<file path="src/rtl/sha_pkg.sv">
// Shared SHA definitions: default widths, digest type and serializer FSM states.
package sha_pkg;

    localparam int unsigned DIGEST_W_DEF = 256;
    localparam int unsigned WORD_W_DEF   = 32;
    localparam int unsigned CNT_W_DEF    = 16;

    typedef logic [DIGEST_W_DEF-1:0] digest_t;

    typedef enum logic [0:0] {
        StIdle = 1'b0,
        StSend = 1'b1
    } ser_state_t;

    // Index width for n words, never below one bit.
    function automatic int unsigned idx_width(input int unsigned n);
        return (n > 1) ? $clog2(n) : 1;
    endfunction

endpackage

</file>
<file path="src/rtl/sha_digest_serializer_if.sv">
// Digest-in / word-out handshake bundle between the SHA core, the serializer and its consumer.
interface sha_digest_serializer_if #(
    parameter int unsigned DIGEST_W = 256,
    parameter int unsigned WORD_W   = 32,
    parameter int unsigned CNT_W    = 16
);
    logic [DIGEST_W-1:0] hash_data;
    logic                hash_valid;
    logic                hash_rdy;
    logic [WORD_W-1:0]   out_data;
    logic                out_valid;
    logic                out_ready;
    logic                out_last;
    logic [CNT_W-1:0]    digest_cnt;

    // Environment view: supplies digests and consumes words.
    modport master (
        output hash_data, hash_valid, out_ready,
        input  hash_rdy, out_data, out_valid, out_last, digest_cnt
    );

    // Serializer view.
    modport slave (
        input  hash_data, hash_valid, out_ready,
        output hash_rdy, out_data, out_valid, out_last, digest_cnt
    );
endinterface

</file>
<file path="src/rtl/sha_digest_serializer.sv">
// Accepts a whole digest and streams it out MS word first, with a last flag and a
// wrapping count of fully delivered digests.
module sha_digest_serializer
    import sha_pkg::*;
#(
    parameter int unsigned DIGEST_W = DIGEST_W_DEF,
    parameter int unsigned WORD_W   = WORD_W_DEF,
    parameter int unsigned CNT_W    = CNT_W_DEF
) (
    input  logic                    clk,
    input  logic                    rst_n,
    sha_digest_serializer_if.slave  bus
);

    localparam int unsigned NWORDS = DIGEST_W / WORD_W;
    localparam int unsigned IDX_W  = idx_width(NWORDS);
    localparam logic [IDX_W-1:0] LAST_IDX = IDX_W'(NWORDS - 1);

    ser_state_t          r_state, w_state_d;
    logic [DIGEST_W-1:0] r_shift, w_shift_d;
    logic [IDX_W-1:0]    r_idx,   w_idx_d;
    logic [CNT_W-1:0]    r_cnt,   w_cnt_d;

    logic w_out_valid;
    logic w_out_last;
    logic w_beat;
    logic w_done;
    logic w_hash_rdy;
    logic w_load;

    // Handshake decode; hash_rdy deliberately sees out_ready combinationally so a new
    // digest can load on the final beat without a bubble.
    always_comb begin
        w_out_valid = (r_state == StSend);
        w_out_last  = w_out_valid && (r_idx == LAST_IDX);
        w_beat      = w_out_valid && bus.out_ready;
        w_done      = w_beat && w_out_last;
        w_hash_rdy  = (r_state == StIdle) || w_done;
        w_load      = bus.hash_valid && w_hash_rdy;
    end

    // Next state: shift on each accepted beat, reload on capture (capture wins on the last beat).
    always_comb begin
        w_state_d = r_state;
        w_shift_d = r_shift;
        w_idx_d   = r_idx;
        w_cnt_d   = r_cnt;

        if (w_beat) begin
            w_shift_d = r_shift << WORD_W;
            w_idx_d   = r_idx + IDX_W'(1);
        end
        if (w_done) begin
            w_cnt_d   = r_cnt + CNT_W'(1);
            w_state_d = StIdle;
        end
        if (w_load) begin
            w_shift_d = bus.hash_data;
            w_idx_d   = '0;
            w_state_d = StSend;
        end
    end

    // State register; reset discards any partially sent digest.
    always_ff @(posedge clk or negedge rst_n) begin
        if (!rst_n) begin
            r_state <= StIdle;
            r_shift <= '0;
            r_idx   <= '0;
            r_cnt   <= '0;
        end else begin
            r_state <= w_state_d;
            r_shift <= w_shift_d;
            r_idx   <= w_idx_d;
            r_cnt   <= w_cnt_d;
        end
    end

    // Output mapping; out_data is the top word of the shift register.
    always_comb begin
        bus.hash_rdy   = w_hash_rdy;
        bus.out_valid  = w_out_valid;
        bus.out_last   = w_out_last;
        bus.out_data   = r_shift[DIGEST_W-1 -: WORD_W];
        bus.digest_cnt = r_cnt;
    end

endmodule

</file>
<file path="src/flat_wrapper.sv">
// flat-port wrapper written by rule: the top's interface ports become plain ports
module sha_digest_serializer_flat import sha_pkg::*;
#(
    parameter int unsigned DIGEST_W = DIGEST_W_DEF,
    parameter int unsigned WORD_W   = WORD_W_DEF,
    parameter int unsigned CNT_W    = CNT_W_DEF
)
  (clk, rst_n, bus_hash_data, bus_hash_valid, bus_out_ready, bus_hash_rdy, bus_out_data, bus_out_valid, bus_out_last, bus_digest_cnt);
  sha_digest_serializer_if #(.DIGEST_W(DIGEST_W), .WORD_W(WORD_W), .CNT_W(CNT_W)) bus_i ();
  input  logic clk;
  input  logic rst_n;
  input wire logic [$bits(bus_i.hash_data)-1:0] bus_hash_data;
  input wire logic [$bits(bus_i.hash_valid)-1:0] bus_hash_valid;
  input wire logic [$bits(bus_i.out_ready)-1:0] bus_out_ready;
  output wire logic [$bits(bus_i.hash_rdy)-1:0] bus_hash_rdy;
  output wire logic [$bits(bus_i.out_data)-1:0] bus_out_data;
  output wire logic [$bits(bus_i.out_valid)-1:0] bus_out_valid;
  output wire logic [$bits(bus_i.out_last)-1:0] bus_out_last;
  output wire logic [$bits(bus_i.digest_cnt)-1:0] bus_digest_cnt;
  assign bus_i.hash_data = bus_hash_data;
  assign bus_i.hash_valid = bus_hash_valid;
  assign bus_i.out_ready = bus_out_ready;
  assign bus_hash_rdy = bus_i.hash_rdy;
  assign bus_out_data = bus_i.out_data;
  assign bus_out_valid = bus_i.out_valid;
  assign bus_out_last = bus_i.out_last;
  assign bus_digest_cnt = bus_i.digest_cnt;
  sha_digest_serializer #(.DIGEST_W(DIGEST_W), .WORD_W(WORD_W), .CNT_W(CNT_W)) u_core (.clk(clk), .rst_n(rst_n), .bus(bus_i));
endmodule
</file>
<file path="config.mk">
export PLATFORM = sky130hd
export DESIGN_NAME = sha_digest_serializer_flat
export DESIGN_NICKNAME = d
export VERILOG_FILES = /design/src/rtl/sha_pkg.sv /design/src/rtl/sha_digest_serializer_if.sv /design/src/rtl/sha_digest_serializer.sv /design/src/flat_wrapper.sv
export SDC_FILE = /design/constraint.sdc
export NUM_CORES = 1
export LEC_CHECK = 0
export ABC_AREA = 1
export BUFFER_PORTS_ARGS = -buffer_cell sky130_fd_sc_hd__buf_2
export CAP_MARGIN = 20
export CORE_ASPECT_RATIO = 2
export CORE_MARGIN = 3
export CORE_UTILIZATION = 38
export DETAILED_ROUTE_END_ITERATION = 7
export PLACE_DENSITY_LB_ADDON = 0.05
export SLEW_MARGIN = 20
export SYNTH_ARGS = -nofsm -noshare
export SYNTH_HDL_FRONTEND = slang
export SYNTH_SLANG_ARGS = --single-unit
</file>
<file path="constraint.sdc">
create_clock -name clk -period 2.3 [get_ports clk]
set_clock_uncertainty 0.15 [all_clocks]
set_input_delay 0.46 -clock clk [delete_from_list [all_inputs] [get_ports clk]]
set_output_delay 0.46 -clock clk [all_outputs]
set_load 0.1 [all_outputs]
</file>
* Word-level counts from Yosys, hierarchy flattened
Cells that the tools add are included.
Storage, ports and cells: bits in registers 276, output and inout bits 51
Cells by class: $add $sub $neg 2, eq/ne operators 1, muxes and demuxes 6, bitwise gates (word level) 1, reduce and logical (&&, ||, !) cells 7
Operators by type and width (number):
- 2-to-1 mux 256 bit | 2
- adder 16 x 1 -> 16 bit (second input constant) | 1
- 2-to-1 mux 3 bit | 2
- logical AND 1 bit | 4
- nonzero test 2 bit | 2
- adder 3 x 1 -> 3 bit (second input constant) | 1
- == test 3 bit (second input constant) | 1
- 2-to-1 mux 1 bit | 2
- logical OR 1 bit | 1
- inverter 1 bit | 1

* Depth between registers and ports, before layout
depth after elaboration 6, depth in mapped cells 11

* Worst setup path after synthesis
No wires, ideal clock.
path type register to register, start point register u_core.r_state (netlist: u_core.bus.out_valid), end point register u_core.r_shift[254], arrival time 2.801 ns, required time 2.032 ns, slack -0.769 ns, cell stages (with the launch flop) 8, buffers on the path 2, period minus slack after synthesis 3.069 ns, cells stage by stage dfrtp_1 > nand2_1 > nand2_2 > buf_6 > clkbuf_1 > nand2_1 > nand3_1 > nand2_1
Between the ends: cells in the longest elaborated chain, start to end 5
RTL lines:
- start: declaration | line sha_digest_serializer.sv:19 | ser_state_t r_state, w_state_d;
- start signal: assignment | line sha_digest_serializer.sv:67 | r_state <= StIdle;
- start signal: assignment | line sha_digest_serializer.sv:72 | r_state <= w_state_d;
- logical AND 1 bit, on equally long branches | line sha_digest_serializer.sv:36, sha_digest_serializer.sv:35
- logical AND 1 bit | line sha_digest_serializer.sv:37 | w_done = w_beat && w_out_last;
- logical OR 1 bit * | line sha_digest_serializer.sv:38 | w_hash_rdy = (r_state == StIdle) || w_done;
- net bus_hash_rdy | line flat_wrapper.sv:15 | output wire logic [$bits(bus_i.hash_rdy)-1:0] bus_hash_rdy;
- logical AND 1 bit * | line sha_digest_serializer.sv:39 | w_load = bus.hash_valid && w_hash_rdy;
- 2-to-1 mux 256 bit or nonzero test 2 bit (tied branches)
- end signal: assignment | line sha_digest_serializer.sv:73 | r_shift <= w_shift_d;
- end: declaration | line sha_digest_serializer.sv:20 | logic [DIGEST_W-1:0] r_shift, w_shift_d;
The timed path passes the listed nets; every way through them passes the cells marked *. A chain may end at the register's enable or synchronous reset.

* Final worst setup path
start point register u_core.r_idx[0], end point output port bus_out_last
Between the ends: cells in the longest elaborated chain, start to end 2
RTL lines:
- start: declaration | line sha_digest_serializer.sv:21 | logic [IDX_W-1:0] r_idx, w_idx_d;
- start signal: assignment | line sha_digest_serializer.sv:74 | r_idx <= w_idx_d;
- == test 3 bit | line sha_digest_serializer.sv:35 | w_out_last = w_out_valid && (r_idx == LAST_IDX);
- logical AND 1 bit | line sha_digest_serializer.sv:35
- end: declaration | line flat_wrapper.sv:18 | output wire logic [$bits(bus_i.out_last)-1:0] bus_out_last;
No other way between the ends.

==> key figures <==
Outcome
  • Result of the run: finished clean

Synth
  • Register area share after synthesis: 46.8%
  • Number of different library cells in the post-synthesis netlist: 20
  • Seq cells post-synth: 276
  • Net count of the mapped netlist: 2,429
  • Synth warnings: 0
  • Post-Syn Area per Cell: 6.82 um2
  • Total standard cell area after synthesis: 14,800 um2
  • Post-Synthesis Cells: 2,166

Power
  • Total power per unit cell area: 1040 nW/um2
  • Leakage Power: 11.3 nW
  • Worst-case vdd ir drop: 0.624 mV

STA
  • Relative slew slack: 65.1%
  • Highest attainable clock frequency: 0.445 GHz
  • Total negative slack for setup checks: 0 ps
  • Ratio of final minimum period to clock period: 97.8%
  • Final Setup Violations: 0
  • Slew Limit Fails: 0
  • Fin crit period: 2250 ps
  • Transition time of the tightest slew-check pin: 528 ps
  • Final number of hold-violating endpoints: 0

Hold path
  • Path class of the lowest-slack min-delay path: in2reg

Critical path
  • Critical path start-end classification: reg2out
  • Maximum fanout along the worst path: 2
  • Worst path required time: 1690 ps
  • Startpoint Class: flip-flop
  • Worst setup EP type: output port
  • Arrival time of the worst setup path: 1640 ps

Place
  • Port-buffer cells: 310
  • Routability cong.: 0.847
  • Half-perimeter wire length after detailed placement: 29,700 um

Clocking
  • Number of buffers inserted during clock tree synthesis: 28
  • Clk sinks: 276
  • Maximum level of the CTS H-tree: 1
  • Clock tree from TritonCTS: yes
  • Maximum count of clock buffers along a single path: 3
  • Later-pin clock latency in the skew report: 550 ps
  • CTS clock-pin slew for the worst setup and hold paths: 60 ps
  • Clock root buffer master: sky130_fd_sc_hd__clkbuf_16

Floorplan
  • Placeable core region: 38,200 um2
  • Total die area: 41,400 um2
  • Die Span Y: 285 um
  • Effective utilization at floorplan: 38.7%
  • Std-Cell Rows: 101
  • Number of top-level design ports: 311
  • Horiz. Die Dim: 145 um

Layout
  • Post-layout utilization of the core: 47.4%
  • Layout Area Growth over Synthesis: 22.5%
  • Antenna Diode Count: 0
  • Most common cell after layout, fill and taps aside: sky130_fd_sc_hd__nand2_1
  • Final-stage net count: 2,704
  • Top library cells by usage in the layout, fill and taps aside: sky130_fd_sc_hd__nand2_1 (977), sky130_fd_sc_hd__inv_1 (465), sky130_fd_sc_hd__buf_2 (307)
  • Ratio of cells with drive above 1 in the final layout: 16.6%

Global routing
  • Global-route wire length before repair: 68,700 um
  • Initial antenna violation count: 0
  • Total global routing overflow: 0
  • Global Route Usage Sum: 20.0%
  • Number of global-route vias before repair: 13,313
  • Maximum number of pins on one net before global-route repair: 89

Route
  • Drt total wl: 41,700 um
  • Post-detailed-route DRC marker count: 0
  • Count of vias placed by the detailed router: 13,183
  • Vias per Instance: 4.43
  • DRT iter0 DRCs: 498
  • Wire length per cell after detailed routing: 14.0 um
  • Antenna Violating Nets Remaining: 0
  • First-pass DRT Iterations: 5

Flow run
  • Count of maximum capacitance violations: 0
==> synthesized netlist by cell type <==
cell type | number | area share (%)
sky130_fd_sc_hd__nor3_1 | 3 | 0.10
sky130_fd_sc_hd__buf_2 | 26 | 0.88
sky130_fd_sc_hd__xnor2_1 | 3 | 0.18
sky130_fd_sc_hd__buf_1 | 15 | 0.38
sky130_fd_sc_hd__nor2_1 | 15 | 0.38
sky130_fd_sc_hd__clkbuf_1 | 30 | 0.76
sky130_fd_sc_hd__inv_2 | 1 | 0.025
sky130_fd_sc_hd__dfrtp_1 | 276 | 47
sky130_fd_sc_hd__o21ai_0 | 36 | 1.2
sky130_fd_sc_hd__nand3_4 | 1 | 0.12
sky130_fd_sc_hd__nand2_1 | 979 | 25
sky130_fd_sc_hd__o21ai_2 | 1 | 0.059
sky130_fd_sc_hd__xor2_1 | 4 | 0.24
sky130_fd_sc_hd__nand4_1 | 4 | 0.17
sky130_fd_sc_hd__buf_6 | 12 | 0.92
sky130_fd_sc_hd__nand2_2 | 1 | 0.042
sky130_fd_sc_hd__buf_4 | 55 | 2.8
sky130_fd_sc_hd__ha_1 | 3 | 0.25
sky130_fd_sc_hd__inv_1 | 466 | 12
sky130_fd_sc_hd__nand3_1 | 235 | 8.0
==> routing by layer <==
layer	global-route usage, %	part of all wire (%)	vias up
met2	36.1	51	296
met3	2.13	3.9	56
met4	5.28	2.4	0
met1	25.6	42	6040
met5	0	0	-
li1	-	-	6791
==> sequential cells by signal, indices dropped and copies added, names as in the netlist <==
name,flops
u_core.r_shift,256
u_core.bus.digest_cnt,16
u_core.r_idx,3
u_core.bus.out_valid,1
==> per-stage QoR <==
| stage | area [um2] | hold WS, ps | setup WS [ps] | power [mW] | std cells |
|---|---|---|---|---|---|
| 3_3_place_gp | 16700 | 274 | 104 | 14.1 | 2890 |
| 2_1_floorplan | 14800 | 14.4 | 72.6 | 12.8 | 2166 |
| 4_1_cts | 18000 | 2.06 | 18.9 | 19.1 | 2974 |
| 6_report | 18100 | 11.6 | 51.0 | 18.8 | 2976 |
| 3_5_place_dp | 16700 | 276 | 51.0 | 14.1 | 2890 |
| 5_1_grt | 18100 | 30.2 | -1.13 | 20.2 | 2976 |
==> critical path: stages (launching register included) <==
cell and delay [ps]:
sky130_fd_sc_hd__dfrtp_1 390, sky130_fd_sc_hd__ha_2 200, sky130_fd_sc_hd__ha_4 170, sky130_fd_sc_hd__nand2_2 90
sky130_fd_sc_hd__inv_1 70, sky130_fd_sc_hd__buf_12 160
==> what timing repair did <==
action	CTS	global route
setup endpoints to repair	2	2
setup buffers	2	2
hold endpoints to repair	73	0
pin swaps	1	0
gates cloned	0	0
hold buffers	32	0
gates resized for setup	6	2
==> power by group <==
group,total [mW],switching [mW],internal [mW]
clock network,4.78,1.95,2.83
logic,6.77,4.80,1.98
registers,7.28,0.838,6.44
==> area by class of cell <==
| cell class | count | area (um2) |
|---|---|---|
| multi-input cells | 1285 | 5310 |
| clock buffers | 42 | 875 |
| inverters | 467 | 1770 |
| flip-flops and latches | 276 | 6910 |
| repair buffers | 383 | 2490 |
| clock inverters | 8 | 90.1 |
| well taps | 515 | 644 |
| fillers | 4182 | 20100 |
==> final timing paths <==
| path | from | end | slack, ps | cells after the start |
|---|---|---|---|---|
| hold / removal | bus_hash_data[30] | u_core.r_shift[30] | 10 | 3 |
| setup / recovery | u_core.r_idx[0] | bus_out_last | 50 | 5 |
| min in group asynchronous | rst_n | u_core.bus.digest_cnt[9] | 280 | 2 |
| max in group asynchronous | rst_n | u_core.bus.digest_cnt[12] | 980 | 3 |
| hold reg to reg | u_core.r_shift[242] | u_core.r_shift[242] | 320 | 2 |
| setup reg to reg | u_core.r_idx[0] | u_core.r_shift[148] | 160 | 10 |
==> cells by family after synthesis <==
logic type      synth area share, %
fa+ha+maj                     0.254
xor+xnor                      0.415
compound gates                 1.28
buf+inv                        17.6
flops                          46.8
simple gates                   33.7
Power figures use the tool's default switching activity.
